[src/rtl/fp_multiplier.sv]
// fp_multiplier: multi-cycle IEEE-754 multiplier with a radix-2 shift-add
// significand engine followed by a single normalize/round cycle.
// Subnormal inputs are flushed to zero and results never go subnormal.
module fp_multiplier #(
  parameter int MANT_BITS = 23,
  parameter int EXP_BITS  = 8
) (
  input  logic                          clk,
  input  logic                          reset_n,
  input  logic                          input_valid,
  input  logic [EXP_BITS+MANT_BITS:0]   in_a,
  input  logic [EXP_BITS+MANT_BITS:0]   in_b,
  output logic [EXP_BITS+MANT_BITS:0]   data_out,
  output logic                          output_valid
);

  localparam int DW = EXP_BITS + MANT_BITS + 1;  // packed word width
  localparam int W  = MANT_BITS + 1;             // significand width incl. hidden bit
  localparam int XW = EXP_BITS + 2;              // signed working exponent width
  localparam int CW = $clog2(MANT_BITS + 2);     // step counter width

  localparam logic [XW-1:0] BIAS    = XW'((1 << (EXP_BITS - 1)) - 1);
  localparam logic [XW-1:0] EXP_MAX = XW'((1 << EXP_BITS) - 1);
  localparam logic [DW-1:0] QNAN    = {1'b0, {EXP_BITS{1'b1}}, 1'b1, {(MANT_BITS-1){1'b0}}};

  typedef enum logic [1:0] {
    IDLE  = 2'd0,
    MUL   = 2'd1,
    ROUND = 2'd2
  } state_t;

  state_t              state;
  logic                sign_reg;
  logic [W-1:0]        mant_a_reg;
  // Upper half accumulates partial products; lower half starts as the
  // multiplier significand and is shifted out one bit per step.
  logic [2*W-1:0]      acc_reg;
  logic [XW-1:0]       exp_reg;
  logic                nan_reg;
  logic                inf_reg;
  logic                zero_reg;
  logic [CW-1:0]       cnt_reg;

  // ---------------------------------------------------------------------
  // Operand decode (both operands share the same classification logic)
  // ---------------------------------------------------------------------
  logic [DW-1:0]       op_word [2];
  logic [EXP_BITS-1:0] op_exp  [2];
  logic [MANT_BITS-1:0] op_frac [2];
  logic [1:0]          op_nan;
  logic [1:0]          op_inf;
  logic [1:0]          op_zero;

  assign op_word[0] = in_a;
  assign op_word[1] = in_b;

  genvar gi;
  generate
    for (gi = 0; gi < 2; gi++) begin : g_decode
      assign op_exp[gi]  = op_word[gi][DW-2:MANT_BITS];
      assign op_frac[gi] = op_word[gi][MANT_BITS-1:0];
      assign op_nan[gi]  = (&op_exp[gi]) & (|op_frac[gi]);
      assign op_inf[gi]  = (&op_exp[gi]) & ~(|op_frac[gi]);
      // Exponent zero covers true zero and subnormals; both flush to zero,
      // so an infinity times a subnormal is treated as inf x zero.
      assign op_zero[gi] = ~(|op_exp[gi]);
    end
  endgenerate

  logic          sign_in;
  logic          nan_in;
  logic          inf_in;
  logic          zero_in;
  logic [XW-1:0] exp_sum;

  assign sign_in = op_word[0][DW-1] ^ op_word[1][DW-1];
  assign nan_in  = (|op_nan) | ((|op_inf) & (|op_zero));
  assign inf_in  = |op_inf;
  assign zero_in = |op_zero;
  assign exp_sum = XW'(op_exp[0]) + XW'(op_exp[1]) - BIAS;

  // ---------------------------------------------------------------------
  // Shift-add step: conditionally add the multiplicand into the upper half,
  // then shift the whole accumulator (with carry) right by one.
  // ---------------------------------------------------------------------
  logic [W:0]     add_sum;
  logic [2*W-1:0] acc_next;

  assign add_sum  = {1'b0, acc_reg[2*W-1:W]} + (acc_reg[0] ? {1'b0, mant_a_reg} : {(W+1){1'b0}});
  assign acc_next = {add_sum, acc_reg[W-1:1]};

  // ---------------------------------------------------------------------
  // Normalize / round (evaluated from registered state, used in ROUND)
  // ---------------------------------------------------------------------
  logic                 prod_msb;
  logic [MANT_BITS-1:0] frac_pre;
  logic                 guard_bit;
  logic                 sticky_bit;
  logic                 round_up;
  logic [MANT_BITS:0]   frac_rnd;
  logic [XW-1:0]        exp_fin;
  logic [DW-1:0]        result;

  assign prod_msb   = acc_reg[2*W-1];
  // Product lies in [1,4): pick the fraction window one bit higher when the
  // integer part is two bits wide.
  assign frac_pre   = prod_msb ? acc_reg[2*W-2:W]  : acc_reg[2*W-3:W-1];
  assign guard_bit  = prod_msb ? acc_reg[W-1]      : acc_reg[W-2];
  assign sticky_bit = prod_msb ? (|acc_reg[W-2:0]) : (|acc_reg[W-3:0]);
  assign round_up   = guard_bit & (sticky_bit | frac_pre[0]);
  assign frac_rnd   = {1'b0, frac_pre} + {{MANT_BITS{1'b0}}, round_up};
  // A carry out of the fraction leaves it all zeros and bumps the exponent.
  assign exp_fin    = exp_reg + XW'(prod_msb) + XW'(frac_rnd[MANT_BITS]);

  // Final result selection: specials first, then overflow/underflow, then normal.
  always_comb begin
    result = '0;
    if (nan_reg) begin
      result = QNAN;
    end else if (inf_reg) begin
      result = {sign_reg, {EXP_BITS{1'b1}}, {MANT_BITS{1'b0}}};
    end else if (zero_reg) begin
      result = {sign_reg, {(DW-1){1'b0}}};
    end else if ($signed(exp_fin) >= $signed(EXP_MAX)) begin
      result = {sign_reg, {EXP_BITS{1'b1}}, {MANT_BITS{1'b0}}};
    end else if ($signed(exp_fin) <= $signed({XW{1'b0}})) begin
      result = {sign_reg, {(DW-1){1'b0}}};
    end else begin
      result = {sign_reg, exp_fin[EXP_BITS-1:0], frac_rnd[MANT_BITS-1:0]};
    end
  end

  // Control FSM and datapath registers; output_valid is a one-cycle pulse.
  always_ff @(posedge clk or negedge reset_n) begin
    if (!reset_n) begin
      state        <= IDLE;
      sign_reg     <= 1'b0;
      mant_a_reg   <= '0;
      acc_reg      <= '0;
      exp_reg      <= '0;
      nan_reg      <= 1'b0;
      inf_reg      <= 1'b0;
      zero_reg     <= 1'b0;
      cnt_reg      <= '0;
      data_out     <= '0;
      output_valid <= 1'b0;
    end else begin
      output_valid <= 1'b0;
      case (state)
        IDLE: begin
          if (input_valid) begin
            sign_reg   <= sign_in;
            mant_a_reg <= {1'b1, op_frac[0]};
            acc_reg    <= {{W{1'b0}}, 1'b1, op_frac[1]};
            exp_reg    <= exp_sum;
            nan_reg    <= nan_in;
            inf_reg    <= inf_in;
            zero_reg   <= zero_in;
            cnt_reg    <= '0;
            state      <= MUL;
          end
        end
        MUL: begin
          acc_reg <= acc_next;
          cnt_reg <= cnt_reg + 1'b1;
          if (cnt_reg == CW'(MANT_BITS)) begin
            state <= ROUND;
          end
        end
        ROUND: begin
          data_out     <= result;
          output_valid <= 1'b1;
          state        <= IDLE;
        end
        default: begin
          state <= IDLE;
        end
      endcase
    end
  end

endmodule

[config.mk]
export PLATFORM = sky130hd
export DESIGN_NAME = fp_multiplier
export DESIGN_NICKNAME = d
export VERILOG_FILES = /design/src/rtl/fp_multiplier.sv
export SDC_FILE = /design/constraint.sdc
export NUM_CORES = 1
export LEC_CHECK = 0
export ABC_CLOCK_PERIOD_IN_PS = 4820
export CAP_MARGIN = 30
export CORE_MARGIN = 5
export CORE_UTILIZATION = 57
export DETAILED_ROUTE_END_ITERATION = 12
export PLACE_DENSITY = 0.86
export SYNTH_ARGS = -nofsm -noshare
export SYNTH_HDL_FRONTEND = slang
export SYNTH_SLANG_ARGS = --single-unit
[constraint.sdc]
create_clock -name clk -period 4.82 [get_ports clk]
set_input_delay 0.723 -clock clk [delete_from_list [all_inputs] [get_ports clk]]
set_output_delay 0.723 -clock clk [all_outputs]
set_load 0.02 [all_outputs]
==> flow_metrics.py, run 1 <==
metrics = {
    "outcome": {
        "run_status": "finished, final reports clean",
    },
    "cts": {
        "clkSinkCount": 126,
        "tritoncts": "built",
        "tritoncts.num_buffers": 17,
        "htree_num_levels": 4,
        "cts.clk_slew.worst_paths_ns": 0.06,
        "post-cts-setup-buffer-count": 0,
        "clockBufferDepth": 2,
        "post_cts.resized_instances": 0,
        "worst_skew_pair.late_latency_ns": 0.43,
        "post_cts_hold_buffer_count": 0,
        "clock_tree_root_buffer_cell": "sky130_fd_sc_hd__clkbuf_16",
    },
    "routing": {
        "postRouteAntennaNets": 0,
        "dr_total_vias": 7345,
        "wl_cell_um": 16.9,
        "totalWireLength_um": 20600,
        "drc": 0,
        "maxUsedRoutingLayer": "met4",
        "met1_wl_um": 9300,
        "detail_route.iter0.violations": 671,
        "drt_pre_antenna_iters": 5,
        "wl_met2_um": 9590,
        "routed-wl-met3_um": 1310,
        "via_per_inst": 6.04,
    },
    "sta": {
        "max_slew.worst_pin.slew_ns": 1.02,
        "layout_setup_ws_ns": 0.467,
        "max_freq_mhz": 230,
        "timing_max_transition_violations_final": 0,
        "hold_viol": 0,
        "rsz0062_at_grt": "false",
        "tcrit_tclk_final": 0.903,
        "worst_hold_check_slack_ns": 0.307,
        "setup_viol": 0,
        "relative_slew_margins": 0.320,
        "skew_ns": 0.00650,
        "post-route-min-period_ns": 4.35,
        "setup-tns-final_ns": 0,
    },
    "logic_synthesis": {
        "synthesis.nets": 1053,
        "synth-main-ff-cell": "sky130_fd_sc_hd__dfrtp_1",
        "synth_area_per_cell_um2": 8.60,
        "ys_types": 69,
        "ys_seq_elements": 126,
        "synth.yosys.seq_area_share": 0.389,
        "synthCells": 942,
        "netlist_area_mm2": 0.00810,
        "async_reset_ff_frac": 1.00,
        "synth_enable_flop_cells": 0,
        "yosysWarnings": 0,
    },
    "place": {
        "detailed_place_hpwl_um": 14900,
        "number_of_buffers_added_on_ports": 99,
        "post-place-cells": 1186,
        "routability_congestion_estimate_from_global_placement": 0.942,
        "worst_slack_at_placement_ns": 0.571,
        "postPlaceCellArea_mm2": 0.00921,
    },
    "job": {
        "number_of_max_capacitance_violations_reported": 0,
    },
    "die": {
        "floorplan.rows": 43,
        "die_area_mm2": 0.0167,
        "io_pins": 100,
        "floorplan.initialDensity": 0.581,
        "core_mm2": 0.0139,
        "die_width_um": 129,
        "die-height_um": 129,
    },
    "power_and_ir_drop": {
        "total_power_mw": 6.22,
        "ir_drop_v": 0.000333,
        "power_per_cell_area_mw_per_mm2": 634,
        "leakagePower_nw": 4.21,
    },
    "global_route": {
        "grt_first_pass_wirelength_um": 33600,
        "grt.total_usage": 0.251,
        "global_route.overflow_total": 0,
        "grt_pass1_vias": 6965,
        "grt_max_degree": 64,
        "antenna_found_initial": 0,
    },
    "final_layout": {
        "nFillCells": 1065,
        "flip_flop_count_of_the_largest_register_all_copies_and_words_added": 48,
        "number_of_nets_in_the_finished_design": 1136,
        "fin_util": 0.704,
        "drive_gt1_frac": 0.0559,
        "layout_area_overhead_pct": 21.1,
        "final_cells": 1217,
        "stdcell_area_mm2": 0.00981,
        "antenna_cells": 0,
    },
    "setup_path": {
        "critical-path-max-stage-delay_ns": 0.57,
        "worst-setup-path-type": "flip-flop to flip-flop",
        "critical_path.startpoint_type": "flip-flop",
        "timing.critical_path.fanout_max": 22,
        "cp.arrival_ns": 4.71,
        "critPathRequiredTime_ns": 5.17,
        "kind_of_end_point_of_the_critical_path": "flip-flop",
        "slowest_stage": "sky130_fd_sc_hd__dfrtp_1",
        "path_cells": "buf_4 -> mux2i_1 -> nor2_1 -> nand4_1 -> or3_1 -> fa_1 -> nand4b_1 -> or4_1 -> nand3_2 -> nor3b_2 -> and2_4 -> a32o_1",
    },
    "min_path": {
        "timing.hold.worst.class": "primary input to async pin",
    },
}
layout by cell type (no fill, tap or decap), drive strengths merged, types with 18 or more instances in the layout:
master         instances
nand2                172
dfrtp                126
clkdlybuf4s50         98
nor2                  76
o21ai                 54
a21oi                 41
ha                    41
nand3                 35
and2                  29
inv                   29
xnor2                 28
nor4                  26
xor2                  25
nand4                 23
mux2i                 20
a22o                  18
clkbuf                18
path summary, 6_finish.rpt:
| check | from | end | slack [ns] | cells after the start |
|---|---|---|---|---|
| setup reg to reg | acc_reg[47] | data_out[4] | 0.47 | 12 |
| setup / recovery | acc_reg[47] | data_out[4] | 0.47 | 12 |
| min in group clk | mant_a_reg[23] | mant_a_reg[23] | 0.46 | 1 |
| hold reg to reg | mant_a_reg[23] | mant_a_reg[23] | 0.46 | 1 |
| hold / removal | reset_n | mant_a_reg[15] | 0.31 | 1 |
| max in group asynchronous | reset_n | acc_reg[16] | 3.58 | 2 |
layout make-up:
| type | instances | area (µm²) | share of cell area |
|---|---|---|---|
| Multi-Input combinational cell | 744 | 4660 | 0.475 |
| Sequential cell | 126 | 3150 | 0.321 |
| Timing Repair Buffer | 109 | 1060 | 0.108 |
| Clock buffer | 18 | 439 | 0.0448 |
| Tap cell | 180 | 225 | 0.0230 |
| Clock inverter | 13 | 165 | 0.0168 |
| Inverter | 27 | 101 | 0.0103 |
cell families (layout without fill, tap and decap cells):
group | count (synthesis) | after routing | synth area share
and+or+nand+nor | 422 | 422 | 0.248
muxes | 23 | 23 | 0.0303
DFF | 126 | 126 | 0.389
xor gates and xnor gates | 53 | 53 | 0.0573
buffers and inverters | 72 | 167 | 0.0360
AOI/OAI and AO/OA | 202 | 202 | 0.168
adders and majority gates | 44 | 44 | 0.0708
synthesized netlist by cell type, types with 26 or more instances:
| library cell | number | area (µm²) |
|---|---|---|
| sky130_fd_sc_hd__nand2_1 | 172 | 646 |
| sky130_fd_sc_hd__dfrtp_1 | 126 | 3150 |
| sky130_fd_sc_hd__nor2_1 | 76 | 285 |
| sky130_fd_sc_hd__o21ai_0 | 53 | 265 |
| sky130_fd_sc_hd__a21oi_1 | 41 | 205 |
| sky130_fd_sc_hd__ha_1 | 41 | 513 |
| sky130_fd_sc_hd__nand3_1 | 34 | 170 |
| sky130_fd_sc_hd__and2_1 | 28 | 175 |
| sky130_fd_sc_hd__clkbuf_1 | 28 | 105 |
| sky130_fd_sc_hd__xnor2_1 | 28 | 245 |
| sky130_fd_sc_hd__inv_1 | 27 | 101 |
| sky130_fd_sc_hd__nor4_1 | 26 | 163 |
per-layer routing:
layer | vias up | GRT usage
li1 | 3564 | -
met1 | 3502 | 0.354
met2 | 247 | 0.398
met3 | 32 | 0.0396
met4 | 0 | 0.0828
met5 | - | 0
power breakdown:
group | internal (mW) | switching [mW]
Sequential | 1.49 | 0.499
Combinational | 1.25 | 1.66
Clock | 0.825 | 0.493
Total | 3.56 | 2.66
critical path, delay by kind of cell (launching register included):
family                     cells  cell delay [ns]
and+or+nand+nor                8             2.51
DFF                            1             0.57
muxes                          1             0.19
AOI/OAI and AO/OA              1             0.21
adders and majority gates      1             0.45
buffers and inverters          1             0.34
No activity file was read; power rests on OpenSTA's default activity.
==> run 2, diff against run 1 <==
--- a/constraint.sdc
+++ b/constraint.sdc
@@ -3,2 +3,2 @@
 set_output_delay 0.723 -clock clk [all_outputs]
-set_load 0.02 [all_outputs]
+set_load 0.1 [all_outputs]
==> results of run 2 <==
The final DEF is identical to that of run 1. Status: finished, final reports clean.
Main changes from that run: total power 6.22 mW -> 6.34 mW
==> run 3, diff against run 2 <==
Settings changed: ABC_CLOCK_PERIOD_IN_PS 4820 to 5100, CORE_UTILIZATION 57 to 60, PLACE_DENSITY 0.86 to 0.89.
Clock period 4.82 ns to 5.1 ns, I/O delays scaled along.
==> flow_metrics.py, run 3 (synthesis gave the netlist of run 1 again) <==
metrics = {
    "sta": {
        "tcrit_tclk_final": 0.886,
        "worst_hold_check_slack_ns": 0.146,
        "timing_max_transition_violations_final": 0,
        "relative_slew_margins": 0.326,
        "max_freq_mhz": 221,
        "hold_viol": 0,
        "rsz0062_at_grt": "false",
        "skew_ns": 0.00954,
        "post-route-min-period_ns": 4.52,
        "setup_viol": 0,
        "max_slew.worst_pin.slew_ns": 1.01,
        "setup-tns-final_ns": 0,
    },
    "final_layout": {
        "stdcell_area_mm2": 0.00984,
        "final_cell_mix": "171 x sky130_fd_sc_hd__nand2_1, 126 x sky130_fd_sc_hd__dfrtp_1, 98 x sky130_fd_sc_hd__clkdlybuf4s50_1, 76 x sky130_fd_sc_hd__nor2_1, 53 x sky130_fd_sc_hd__o21ai_0",
        "fin_util": 0.743,
        "layout_area_overhead_pct": 21.5,
        "number_of_nets_in_the_finished_design": 1136,
        "flip_flop_count_of_the_largest_register_all_copies_and_words_added": 48,
        "drive_gt1_frac": 0.0568,
        "antenna_cells": 0,
        "nFillCells": 940,
        "final_common_cell": "sky130_fd_sc_hd__nand2_1",
    },
    "setup_path": {
        "path_cells": "buf_4 -> nand2_1 -> a21oi_1 -> nand4_1 -> or3_1 -> fa_1 -> nand4b_1 -> or4_1 -> nand3_2 -> nor3b_2 -> and2_4 -> a32o_1",
        "critical-path-max-stage-delay_ns": 0.79,
        "critical_path.startpoint_type": "flip-flop",
        "cp.arrival_ns": 4.87,
        "critPathRequiredTime_ns": 5.45,
        "timing.critical_path.fanout_max": 22,
        "worst_path_buf_inv": 1,
        "kind_of_end_point_of_the_critical_path": "flip-flop",
        "slowest_stage": "sky130_fd_sc_hd__dfrtp_1",
        "worst-setup-path-type": "flip-flop to flip-flop",
        "kind_of_cell_with_the_highest_combined_delay_on_the_critical_path": "simple AND/OR/NAND/NOR gates",
    },
    "cts": {
        "tritoncts.num_buffers": 17,
        "tritoncts": "built",
        "post-cts-setup-buffer-count": 0,
        "post_cts.resized_instances": 0,
        "post_cts_hold_buffer_count": 0,
        "cts.clk_slew.worst_paths_ns": 0.06,
        "worst_skew_pair.late_latency_ns": 0.43,
        "clockBufferDepth": 2,
        "htree_num_levels": 4,
        "clkSinkCount": 126,
        "clock_tree_root_buffer_cell": "sky130_fd_sc_hd__clkbuf_16",
    },
    "global_route": {
        "grt_max_degree": 73,
        "antenna_found_initial": 0,
        "global_route.overflow_total": 0,
        "grt.total_usage": 0.262,
        "grt_first_pass_wirelength_um": 34200,
        "grt_pass1_vias": 7112,
    },
    "power_and_ir_drop": {
        "power_per_cell_area_mw_per_mm2": 616,
        "leakagePower_nw": 4.23,
        "total_power_mw": 6.06,
        "ir_drop_v": 0.000338,
    },
    "routing": {
        "detail_route.iter0.violations": 723,
        "postRouteAntennaNets": 0,
        "drt_pre_antenna_iters": 6,
        "totalWireLength_um": 20600,
        "dr_total_vias": 7463,
        "via_per_inst": 6.15,
        "wl_cell_um": 17.0,
        "drc": 0,
    },
    "die": {
        "die_area_mm2": 0.0159,
        "io_pins": 100,
        "core_mm2": 0.0132,
        "die_width_um": 126,
        "floorplan.rows": 42,
        "floorplan.initialDensity": 0.612,
        "die-height_um": 126,
    },
    "place": {
        "detailed_place_hpwl_um": 14600,
        "routability_congestion_estimate_from_global_placement": 0.945,
        "postPlaceCellArea_mm2": 0.00920,
        "number_of_buffers_added_on_ports": 99,
    },
    "outcome": {
        "run_status": "finished, final reports clean",
    },
    "job": {
        "number_of_max_capacitance_violations_reported": 0,
    },
    "min_path": {
        "timing.hold.worst.class": "primary input to async pin",
    },
}
-- run 3: changes by cell type in the layout (fill, tap and decap cells not counted) --
cell | previous run | this run
sky130_fd_sc_hd__clkbuf_8 | 1 | 2
sky130_fd_sc_hd__bufinv_16 | 3 | 4
sky130_fd_sc_hd__inv_6 | 2 | 1
-- run 3: metal layers --
metal	wire (µm)	track usage	vias up
met3	1560	0.0555	45
met1	8810	0.360	3547
li1	-	-	3553
met2	9740	0.412	318
met4	472	0.0927	0
met5	0	0	-
-- run 3: area by class of cell --
class	instances	area (µm²)	share of cell area
Multi-Input combinational cell	744	4660	0.474
Clock inverter	13	186	0.0189
Tap cell	176	220	0.0224
Timing Repair Buffer	109	1060	0.108
Clock buffer	19	453	0.0460
Sequential cell	126	3150	0.320
Inverter	27	101	0.0103
-- run 3: power by group --
group | internal (mW) | total (mW) | switching [mW]
clock network | 0.843 | 1.30 | 0.461
registers | 1.40 | 1.89 | 0.488
logic | 1.18 | 2.86 | 1.69
total | 3.43 | 6.06 | 2.64
-- run 3: worst paths after layout --
path,from,to,slack [ns],cells past startpoint
worst max-delay path,acc_reg[47],data_out[19],0.58,12
worst min-delay path,reset_n,acc_reg[36],0.15,1
worst max register to register,acc_reg[47],data_out[19],0.58,12
worst min register to register,mant_a_reg[16],mant_a_reg[16],0.47,2
max in group asynchronous,reset_n,data_out[17],3.84,2
min in group clk,mant_a_reg[16],mant_a_reg[16],0.47,2
-- run 3: stage by stage --
step	cells	setup WS, ns
2_1_floorplan	942	1.31
3_3_place_gp	1182	0.795
3_5_place_dp	1182	0.649
4_1_cts	1214	0.633
5_1_grt	1214	0.295
6_report	1214	0.580
